`config.mk`:
```
export PLATFORM = sky130hd
export DESIGN_NAME = prog_loader_flat
export DESIGN_NICKNAME = d
export VERILOG_FILES = /design/src/rtl/prog_loader_pkg.sv /design/src/rtl/prog_loader_if.sv /design/src/rtl/prog_loader_chk.sv /design/src/rtl/prog_loader.sv /design/src/flat_wrapper.sv
export SDC_FILE = /design/constraint.sdc
export NUM_CORES = 1
export LEC_CHECK = 0
export ABC_AREA = 1
export BUFFER_PORTS_ARGS = -buffer_cell sky130_fd_sc_hd__buf_2
export CAP_MARGIN = 25
export CORE_MARGIN = 2
export CORE_UTILIZATION = 48
export CTS_CLUSTER_SIZE = 40
export DETAILED_ROUTE_END_ITERATION = 8
export PLACE_DENSITY = 0.74
export SLEW_MARGIN = 0
export SYNTH_ARGS = -nofsm -noshare
export SYNTH_HDL_FRONTEND = slang
export SYNTH_SLANG_ARGS = --single-unit
```
`constraint.sdc`:
```
create_clock -name clk -period 1.78 [get_ports clk]
set_input_delay 0.089 -clock clk [delete_from_list [all_inputs] [get_ports clk]]
set_output_delay 0.089 -clock clk [all_outputs]
set_load 0.1 [all_outputs]
```
`src/rtl/prog_loader_pkg.sv`:
```
// Shared types and constants for the instruction-memory program loader.
// Optional checksum support is selected with PROG_LOADER_CHECKSUM_EN.
package prog_loader_pkg;

  localparam int BYTE_W         = 8;
  localparam int BYTES_PER_WORD = 2;
  localparam int WORD_W         = BYTE_W * BYTES_PER_WORD;

  typedef enum logic [2:0] {
    IDLE  = 3'd0,
    HI    = 3'd1,
    LO    = 3'd2,
    WRITE = 3'd3,
    CHK   = 3'd4,
    DONE  = 3'd5,
    ERR   = 3'd6
  } state_e;

  // A zero header means "fill the whole memory".
  function automatic int unsigned hdr_to_count(input logic [BYTE_W-1:0] hdr,
                                               input int unsigned addr_w);
    if (hdr == '0) return 32'd1 << addr_w;
    return {24'd0, hdr};
  endfunction

endpackage

```
`src/rtl/prog_loader_if.sv`:
```
// Byte-stream input, instruction-memory write port and processor status of the loader.
// Stream handshake: a byte moves on every rising edge where byte_valid && byte_ready;
// byte_ready never depends on byte_valid, and byte_in is ignored when no transfer happens.
interface prog_loader_if #(
  parameter int ADDR_W = 8,
  parameter int DATA_W = 16
);
  logic [7:0]        byte_in;
  logic              byte_valid;
  logic              byte_ready;
  logic              start;
  logic              mem_wr;
  logic [ADDR_W-1:0] mem_addr;
  logic [DATA_W-1:0] mem_wdata;
  logic              cpu_hold;
  logic              load_done;
  logic              load_err;

  modport master (
    output byte_in, byte_valid, start,
    input  byte_ready, mem_wr, mem_addr, mem_wdata, cpu_hold, load_done, load_err
  );

  modport slave (
    input  byte_in, byte_valid, start,
    output byte_ready, mem_wr, mem_addr, mem_wdata, cpu_hold, load_done, load_err
  );
endinterface

```
`src/rtl/prog_loader_chk.sv`:
```
// 8-bit XOR accumulator over the loaded stream; clear has priority over accumulate.
module prog_loader_chk
  import prog_loader_pkg::*;
(
  input  logic              clk,
  input  logic              rst,
  input  logic              clr_i,
  input  logic              en_i,
  input  logic [BYTE_W-1:0] byte_i,
  output logic [BYTE_W-1:0] acc_o
);

  logic [BYTE_W-1:0] acc_q, acc_d;

  always_comb begin
    acc_d = acc_q;
    if (clr_i)     acc_d = '0;
    else if (en_i) acc_d = acc_q ^ byte_i;
  end

  always_ff @(posedge clk) begin
    if (rst) acc_q <= '0;
    else     acc_q <= acc_d;
  end

  assign acc_o = acc_q;

endmodule

```
`src/rtl/prog_loader.sv`:
```
// Loads a header-prefixed byte stream into instruction memory and holds the CPU until done.
// Define PROG_LOADER_CHECKSUM_EN to require and verify a trailing XOR checksum byte.
module prog_loader
  import prog_loader_pkg::*;
#(
  parameter int ADDR_W    = 8,
  parameter int DATA_W    = 16,
  parameter int BASE_ADDR = 0
) (
  input  logic          clk,
  input  logic          rst,
  prog_loader_if.slave  bus,
  output state_e        state_o
);

  // Wide enough to hold both a full 8-bit header count and 2^ADDR_W.
  localparam int CNT_W = ((ADDR_W > BYTE_W) ? ADDR_W : BYTE_W) + 1;

  state_e            state_q, state_d;
  logic [CNT_W-1:0]  idx_q, idx_d;
  logic [CNT_W-1:0]  cnt_q, cnt_d;
  logic [CNT_W-1:0]  idx_inc;
  logic [BYTE_W-1:0] hi_q, hi_d;
  logic [BYTE_W-1:0] lo_q, lo_d;
  logic              rst_q;
  logic              byte_ready_w;
  logic              accept;
  logic              rearm;
  logic [WORD_W-1:0] word;

  assign byte_ready_w = (state_q inside {IDLE, HI, LO, CHK}) && !rst_q;
  assign accept       = bus.byte_valid && byte_ready_w;
  assign rearm        = bus.start && (state_q inside {DONE, ERR});
  assign idx_inc      = idx_q + CNT_W'(1);

`ifdef PROG_LOADER_CHECKSUM_EN
  logic [BYTE_W-1:0] acc;
  logic              acc_en;

  assign acc_en = accept && (state_q inside {IDLE, HI, LO});

  prog_loader_chk u_chk (
    .clk    (clk),
    .rst    (rst),
    .clr_i  (rearm),
    .en_i   (acc_en),
    .byte_i (bus.byte_in),
    .acc_o  (acc)
  );
`endif

  always_comb begin
    state_d = state_q;
    idx_d   = idx_q;
    cnt_d   = cnt_q;
    hi_d    = hi_q;
    lo_d    = lo_q;
    unique case (state_q)
      IDLE: if (accept) begin
        cnt_d   = CNT_W'(hdr_to_count(bus.byte_in, ADDR_W));
        idx_d   = '0;
        state_d = HI;
      end
      HI: if (accept) begin
        hi_d    = bus.byte_in;
        state_d = LO;
      end
      LO: if (accept) begin
        lo_d    = bus.byte_in;
        state_d = WRITE;
      end
      WRITE: begin
        idx_d = idx_inc;
        if (idx_inc == cnt_q) begin
`ifdef PROG_LOADER_CHECKSUM_EN
          state_d = CHK;
`else
          state_d = DONE;
`endif
        end else begin
          state_d = HI;
        end
      end
`ifdef PROG_LOADER_CHECKSUM_EN
      CHK: if (accept) begin
        state_d = (bus.byte_in == acc) ? DONE : ERR;
      end
`endif
      DONE, ERR: if (rearm) begin
        state_d = IDLE;
        idx_d   = '0;
      end
      default: state_d = IDLE;
    endcase
  end

  always_ff @(posedge clk) begin
    rst_q <= rst;
    if (rst) begin
      state_q <= IDLE;
      idx_q   <= '0;
      cnt_q   <= '0;
      hi_q    <= '0;
      lo_q    <= '0;
    end else begin
      state_q <= state_d;
      idx_q   <= idx_d;
      cnt_q   <= cnt_d;
      hi_q    <= hi_d;
      lo_q    <= lo_d;
    end
  end

  // Address arithmetic is done at ADDR_W bits so it wraps without notice.
  assign word          = {hi_q, lo_q};
  assign bus.byte_ready = byte_ready_w;
  assign bus.mem_wr    = (state_q == WRITE);
  assign bus.mem_addr  = ADDR_W'(BASE_ADDR) + idx_q[ADDR_W-1:0];
  assign bus.mem_wdata = DATA_W'(word);
  assign bus.cpu_hold  = (state_q != DONE) || rst_q;
  assign bus.load_done = (state_q == DONE);
`ifdef PROG_LOADER_CHECKSUM_EN
  assign bus.load_err  = (state_q == ERR);
`else
  assign bus.load_err  = 1'b0;
`endif
  assign state_o = state_q;

endmodule
```
`src/flat_wrapper.sv`:
```
// flat-port wrapper written by rule: the top's interface ports become plain ports
module prog_loader_flat import prog_loader_pkg::*;
#(
  parameter int ADDR_W    = 8,
  parameter int DATA_W    = 16,
  parameter int BASE_ADDR = 0
)
  (clk, rst, state_o, bus_byte_in, bus_byte_valid, bus_start, bus_byte_ready, bus_mem_wr, bus_mem_addr, bus_mem_wdata, bus_cpu_hold, bus_load_done, bus_load_err);
  prog_loader_if #(.ADDR_W(ADDR_W), .DATA_W(DATA_W)) bus_i ();
  input  logic clk;
  input  logic rst;
  output state_e state_o;
  input wire logic [$bits(bus_i.byte_in)-1:0] bus_byte_in;
  input wire logic [$bits(bus_i.byte_valid)-1:0] bus_byte_valid;
  input wire logic [$bits(bus_i.start)-1:0] bus_start;
  output wire logic [$bits(bus_i.byte_ready)-1:0] bus_byte_ready;
  output wire logic [$bits(bus_i.mem_wr)-1:0] bus_mem_wr;
  output wire logic [$bits(bus_i.mem_addr)-1:0] bus_mem_addr;
  output wire logic [$bits(bus_i.mem_wdata)-1:0] bus_mem_wdata;
  output wire logic [$bits(bus_i.cpu_hold)-1:0] bus_cpu_hold;
  output wire logic [$bits(bus_i.load_done)-1:0] bus_load_done;
  output wire logic [$bits(bus_i.load_err)-1:0] bus_load_err;
  assign bus_i.byte_in = bus_byte_in;
  assign bus_i.byte_valid = bus_byte_valid;
  assign bus_i.start = bus_start;
  assign bus_byte_ready = bus_i.byte_ready;
  assign bus_mem_wr = bus_i.mem_wr;
  assign bus_mem_addr = bus_i.mem_addr;
  assign bus_mem_wdata = bus_i.mem_wdata;
  assign bus_cpu_hold = bus_i.cpu_hold;
  assign bus_load_done = bus_i.load_done;
  assign bus_load_err = bus_i.load_err;
  prog_loader #(.ADDR_W(ADDR_W), .DATA_W(DATA_W), .BASE_ADDR(BASE_ADDR)) u_core (.clk(clk), .rst(rst), .bus(bus_i), .state_o(state_o));
endmodule
```
Word level (Yosys, flattened, before mapping)
Cells that the tools add are included.
{"block": "op_classes", "n_mul": 0, "magnitude_cmp": 0, "mux": 14, "addsub": 1, "div_mod_pow": 0, "reduce_logical": 16, "eq_ne": 12, "bitwise_logic": 0, "shift": 0}
{"operator": "2-to-1 mux 9 bit", "count": 4}
{"operator": "one-hot mux 9 bit (3 select lines)", "count": 1}
{"operator": "2-to-1 mux 3 bit", "count": 5}
{"operator": "one-hot mux 3 bit (5 select lines)", "count": 1}
{"operator": "adder 9 x 1 -> 9 bit, second input constant", "count": 1}
{"operator": "equality test 3 bit, second input constant", "count": 3}
{"operator": "equality test 9 bit", "count": 1}
{"operator": "logical NOT 8 bit", "count": 1}
{"operator": "inequality test 2 x 1 -> 1 bit, second input constant", "count": 4}
{"operator": "equality test 3 x 2 -> 1 bit, second input constant", "count": 2}
{"operator": "AND reduction 2 bit", "count": 3}
{"operator": "AND reduction 4 bit", "count": 1}
{"operator": "nonzero test 4 bit", "count": 1}
{"operator": "equality test 3 x 1 -> 1 bit, second input constant", "count": 1}
{"operator": "logical AND 1 bit", "count": 3}
{"operator": "logical NOT 3 bit", "count": 1}
{"operator": "2-to-1 mux 1 bit", "count": 3}
{"operator": "inequality test 3 bit, second input constant", "count": 1}
{"operator": "AND reduction 3 bit", "count": 1}
{"operator": "nonzero test 3 bit", "count": 1}
{"operator": "nonzero test 2 bit", "count": 1}
{"operator": "OR reduction 2 bit", "count": 1}
{"operator": "logical NOT 1 bit", "count": 1}
{"operator": "logical OR 1 bit", "count": 1}
{"block": "word_totals", "ram_bits": 0, "n_memories": 0, "wordCells": 49, "latch_bits": 0, "rom_bits": 0, "regBits": 38, "out_inout_bits": 32}

Logic depth before layout (Yosys ltp)
{"block": "logic_depth", "depth_word": 7, "ltp_mapped": 12, "mapped_depth_nobuf": 12}

Least setup slack after synthesis
Ideal clock, no wire load.
{"block": "synth_path", "path_kind": "reg-to-output", "startpoint": "register u_core.state_q[0], in the netlist u_core.state_o[0]", "endpoint": "output port bus_cpu_hold", "arrival_time_ns": 3.642, "path_buffers": 0, "slack_ns": -1.951, "stages_incl_launch_ff": 4, "cell_sequence": "dfxtp_1 -> nand2_2 -> nor2_1 -> nand2_1"}
{"block": "synth_via", "elab_chain_cells": 2}
{"item": "from (decl)", "line_no": "prog_loader.sv:19", "source": "state_e state_q, state_d;"}
{"item": "from (signal assigned)", "line_no": "prog_loader.sv:106", "source": "state_q <= state_d;"}
{"item": "inequality test 3 bit", "line_no": "prog_loader.sv:120", "source": "assign bus.cpu_hold = (state_q != DONE) || rst_q;"}
{"item": "logical OR 1 bit", "line_no": "prog_loader.sv:120"}
{"item": "to (decl)", "line_no": "flat_wrapper.sv:20", "source": "output wire logic [$bits(bus_i.cpu_hold)-1:0] bus_cpu_hold;"}
No other way between the ends.

Final worst setup path
{"block": "layout_path", "startpoint": "register u_core.state_q[1], in the netlist u_core.state_o[1]", "endpoint": "register u_core.idx_q[5]"}
{"block": "layout_via", "elab_chain_cells": 6}
{"item": "equality test 3 x 1 -> 1 bit, or another cell as far along", "line_no": "prog_loader.sv:31", "source": "assign byte_ready_w = (state_q inside {IDLE, HI, LO, CHK}) && !rst_q;"}
{"item": "nonzero test 4 bit", "line_no": "prog_loader.sv:31"}
{"item": "logical AND 1 bit", "line_no": "prog_loader.sv:31"}
{"item": "logical AND 1 bit", "line_no": "prog_loader.sv:32", "source": "assign accept = bus.byte_valid && byte_ready_w;"}
{"item": "inequality test 2 x 1 -> 1 bit (no line)"}
{"item": "AND reduction 3 bit (no line)"}
{"item": "to (signal assigned)", "line_no": "prog_loader.sv:107", "source": "idx_q <= idx_d;"}
{"item": "to (decl)", "line_no": "prog_loader.sv:20", "source": "logic [CNT_W-1:0] idx_q, idx_d;"}
Several ways; a longest one is shown, not always the timed one.
A chain may end at the register's enable or synchronous reset.

==> metrics.md <==
| Metric | Value |
|---|---|
| Status | complete, no violations |
| Die height | 67.1 µm |
| Max-Cap Viols | 0 |
| Post-Layout Cell Count | 368 |
| Crit-path cells | fa_2, nor2_4, nand2_2, nand2_2, nand2_4, nor2_8, nand2_4, inv_6, nand3_2, o21ai_2, nand2_1, inv_1 |
| Pre-CTS setup slack | 52.0 ps |
| Worst setup SP type | flip-flop |
| Synth warnings | 0 |
| Most frequent cells in the layout | 51 x nand2_1, 42 x buf_2, 35 x dfxtp_1, 30 x inv_1, 30 x a21oi_1 |
| Worst path max stage delay | 410 ps |
| DPL Wire Length | 3200 µm |
| Hold Slack | 73.3 ps |
| Final hold violations | 0 |
| Clock skew | 8.28 ps |
| Clock Sinks | 38 |
| Pre-Repair DR Iteration Count | 4 |
| Worst path slowest cell | fa_2 |
| Placed insts | 352 |
| Vias per cell | 4.97 |
| PnR worst setup slack | 62.0 ps |
| Nets@finish | 333 |
| Syn Inst Count | 273 |
| I/O pin cnt | 44 |
| Tmin final | 1720 ps |
| First-pass GRT wire length | 6920 µm |
| VDD IR-drop max | 0.000707 V |
| Antenna Cells | 0 |
| Hold_buf cts | 0 |
| Worst Path Buf+Inv | 2 |
| Max-slew violation count | 0 |
| Initial antenna violation count | 0 |
| H-Tree Depth | 2 |
| Setup CP Type | reg -> reg |
| Final worst path period share | 96.5% |
| Crit path max fanout | 7 |
| Initial Utilization | 51.1% |
| Sequential element share of the synthesized area | 39.8% |
| Top FF cell, synth | dfxtp_1 |
| CP top delay family | simple AND/OR/NAND/NOR gates |
| Worst endpoint required time | 2010 ps |
| RSZ-0062 raised after global routing | yes |
| Commonest non-fill, non-tap cell in the layout | nand2_1 |
| CTS Buffer Depth | 2 |
| P_leak | 1.06 nW |
| Largest area contributor in the netlist | dfxtp_1 |
| Final Total Pwr | 0.00279 W |
| Max_slew headroom | 57.0% |
| DRT iter0 DRCs | 129 |
| Asr flop ratio synth | 0% |
| Number of nets with antenna violations after routing | 0 |
| Via count | 1,828 |
| Yosys top cell area share | 39.8% |
| Die Wd | 67.1 µm |
| Post-synthesis cell type count | 31 |
| GP Congestion | 0.844 |
| Total die area | 0.00451 mm² |
| GRT overflow | 0 |
| Root Driver | clkbuf_8 |
| Remaining DRCs | 0 |
| Clk Latency, worst-skew pair | 290 ps |
| Least-Margin Pin Slew | 644 ps |
| Data arrival, critical path | 1950 ps |
| Routed len/inst | 12.0 µm |
| CTS Buf Count | 5 |
| Endpoint type of the worst setup path | flip-flop |
| Core Util, Final | 62.0% |
| Number of global-route vias before repair | 1,601 |
| Maximum clock frequency | 582 MHz |
| Syn-to-layout area delta | 21.3% |
| Rows | 22 |
| #FFs+latches synth | 38 |
| Layout cells sized above 1 | 28.4% |
| Number of synthesized flops with an enable pin | 0 |
| CTS tree | done |
| Mapped Nets | 287 |
| Post-Synthesis Mean Instance Area | 7.01 µm² |
| Total core area | 0.00374 mm² |
| Largest net degree at the start of global routing | 28 |
| HP Class | in -> reg |
| Synth Cell Area | 0.00191 mm² |
| GR Util All Layers | 20.3% |
| Final setup fails | 0 |
| IO Port Bufs | 42 |
| Area contributors post-synth | dfxtp_1 40%, nand2_1 11%, a21oi_1 7.8%, o21ai_0 7.1%, inv_1 6.5% |
| Clk pin slew, worst setup/hold paths | 80 ps |
| PwrDens | 1200 mW/mm² |
| Total Wirelength | 4430 µm |
-- flip-flops by register name (all words and copies together) (netlist names) --
name and cells:
u_core.cnt_q 9, u_core.idx_q 9, u_core.hi_q 8, u_core.lo_q 8
u_core.state_o 3, u_core.rst_q 1
-- routing by layer --
layer,part of all wire [%],global-route usage (%)
met1,47,25.6
met3,4.8,6.33
met2,48,33.0
met5,0,0
met4,0.41,6.12
-- synthesized netlist by cell type (all sizes together), types with 2 or more instances --
master / number
nor2: 26
a21oi: 30
clkbuf: 3
buf: 12
nand3: 25
inv: 36
nand2: 62
dfxtp: 38
o21bai: 2
o21ai: 28
nor4: 2
-- cell type report --
class	count	area (µm²)
Clock inverter	2	10.0
Timing Repair inverter	2	15.0
Inverter	36	148
Tap cell	48	60.1
Fill cell	363	1420
Sequential cell	38	772
Clock buffer	6	72.6
Multi-Input combinational cell	184	957
Timing Repair Buffer	52	285
-- final timing paths --
check | start | to | slack (ps) | depth (start not counted)
setup / recovery | u_core.state_o[1] | u_core.idx_q[5] | 60 | 12
hold / removal | rst | u_core.rst_q | 70 | 1
setup reg to reg | u_core.state_o[1] | u_core.idx_q[5] | 60 | 12
hold reg to reg | u_core.cnt_q[6] | u_core.cnt_q[6] | 480 | 2
-- logic make-up after synthesis --
| logic type | Yosys count | synth area share [%] |
|---|---|---|
| compound gates | 63 | 17.4 |
| xor+xnor | 1 | 0.458 |
| fa+ha+maj | 2 | 1.70 |
| buf+inv | 51 | 12.2 |
| flops | 38 | 39.8 |
| other cells | 1 | 0.196 |
| simple gates | 117 | 28.3 |
-- report_power, final --
group,leakage [nW],internal (W),switching [W]
combinational,0.704,0.000283,0.000907
sequential,0.311,0.000958,0.0000678
clock,0.0450,0.000272,0.000300
total,1.06,0.00151,0.00128
-- per-stage QoR --
step | TNS, ps | cell area [µm²]
after floorplan | -13340 | 1960
after global placement | 0 | 2160
after detailed placement | 0 | 2160
after CTS | 0 | 2240
after global routing | -115 | 2320
final | 0 | 2320
-- repair_timing --
item                       CTS  global route
buffers inserted             0             6
setup endpoints to repair    0            28
hold endpoints to repair     0             0
gates resized for setup      0             8
No activity file was read; power rests on OpenSTA's default activity.
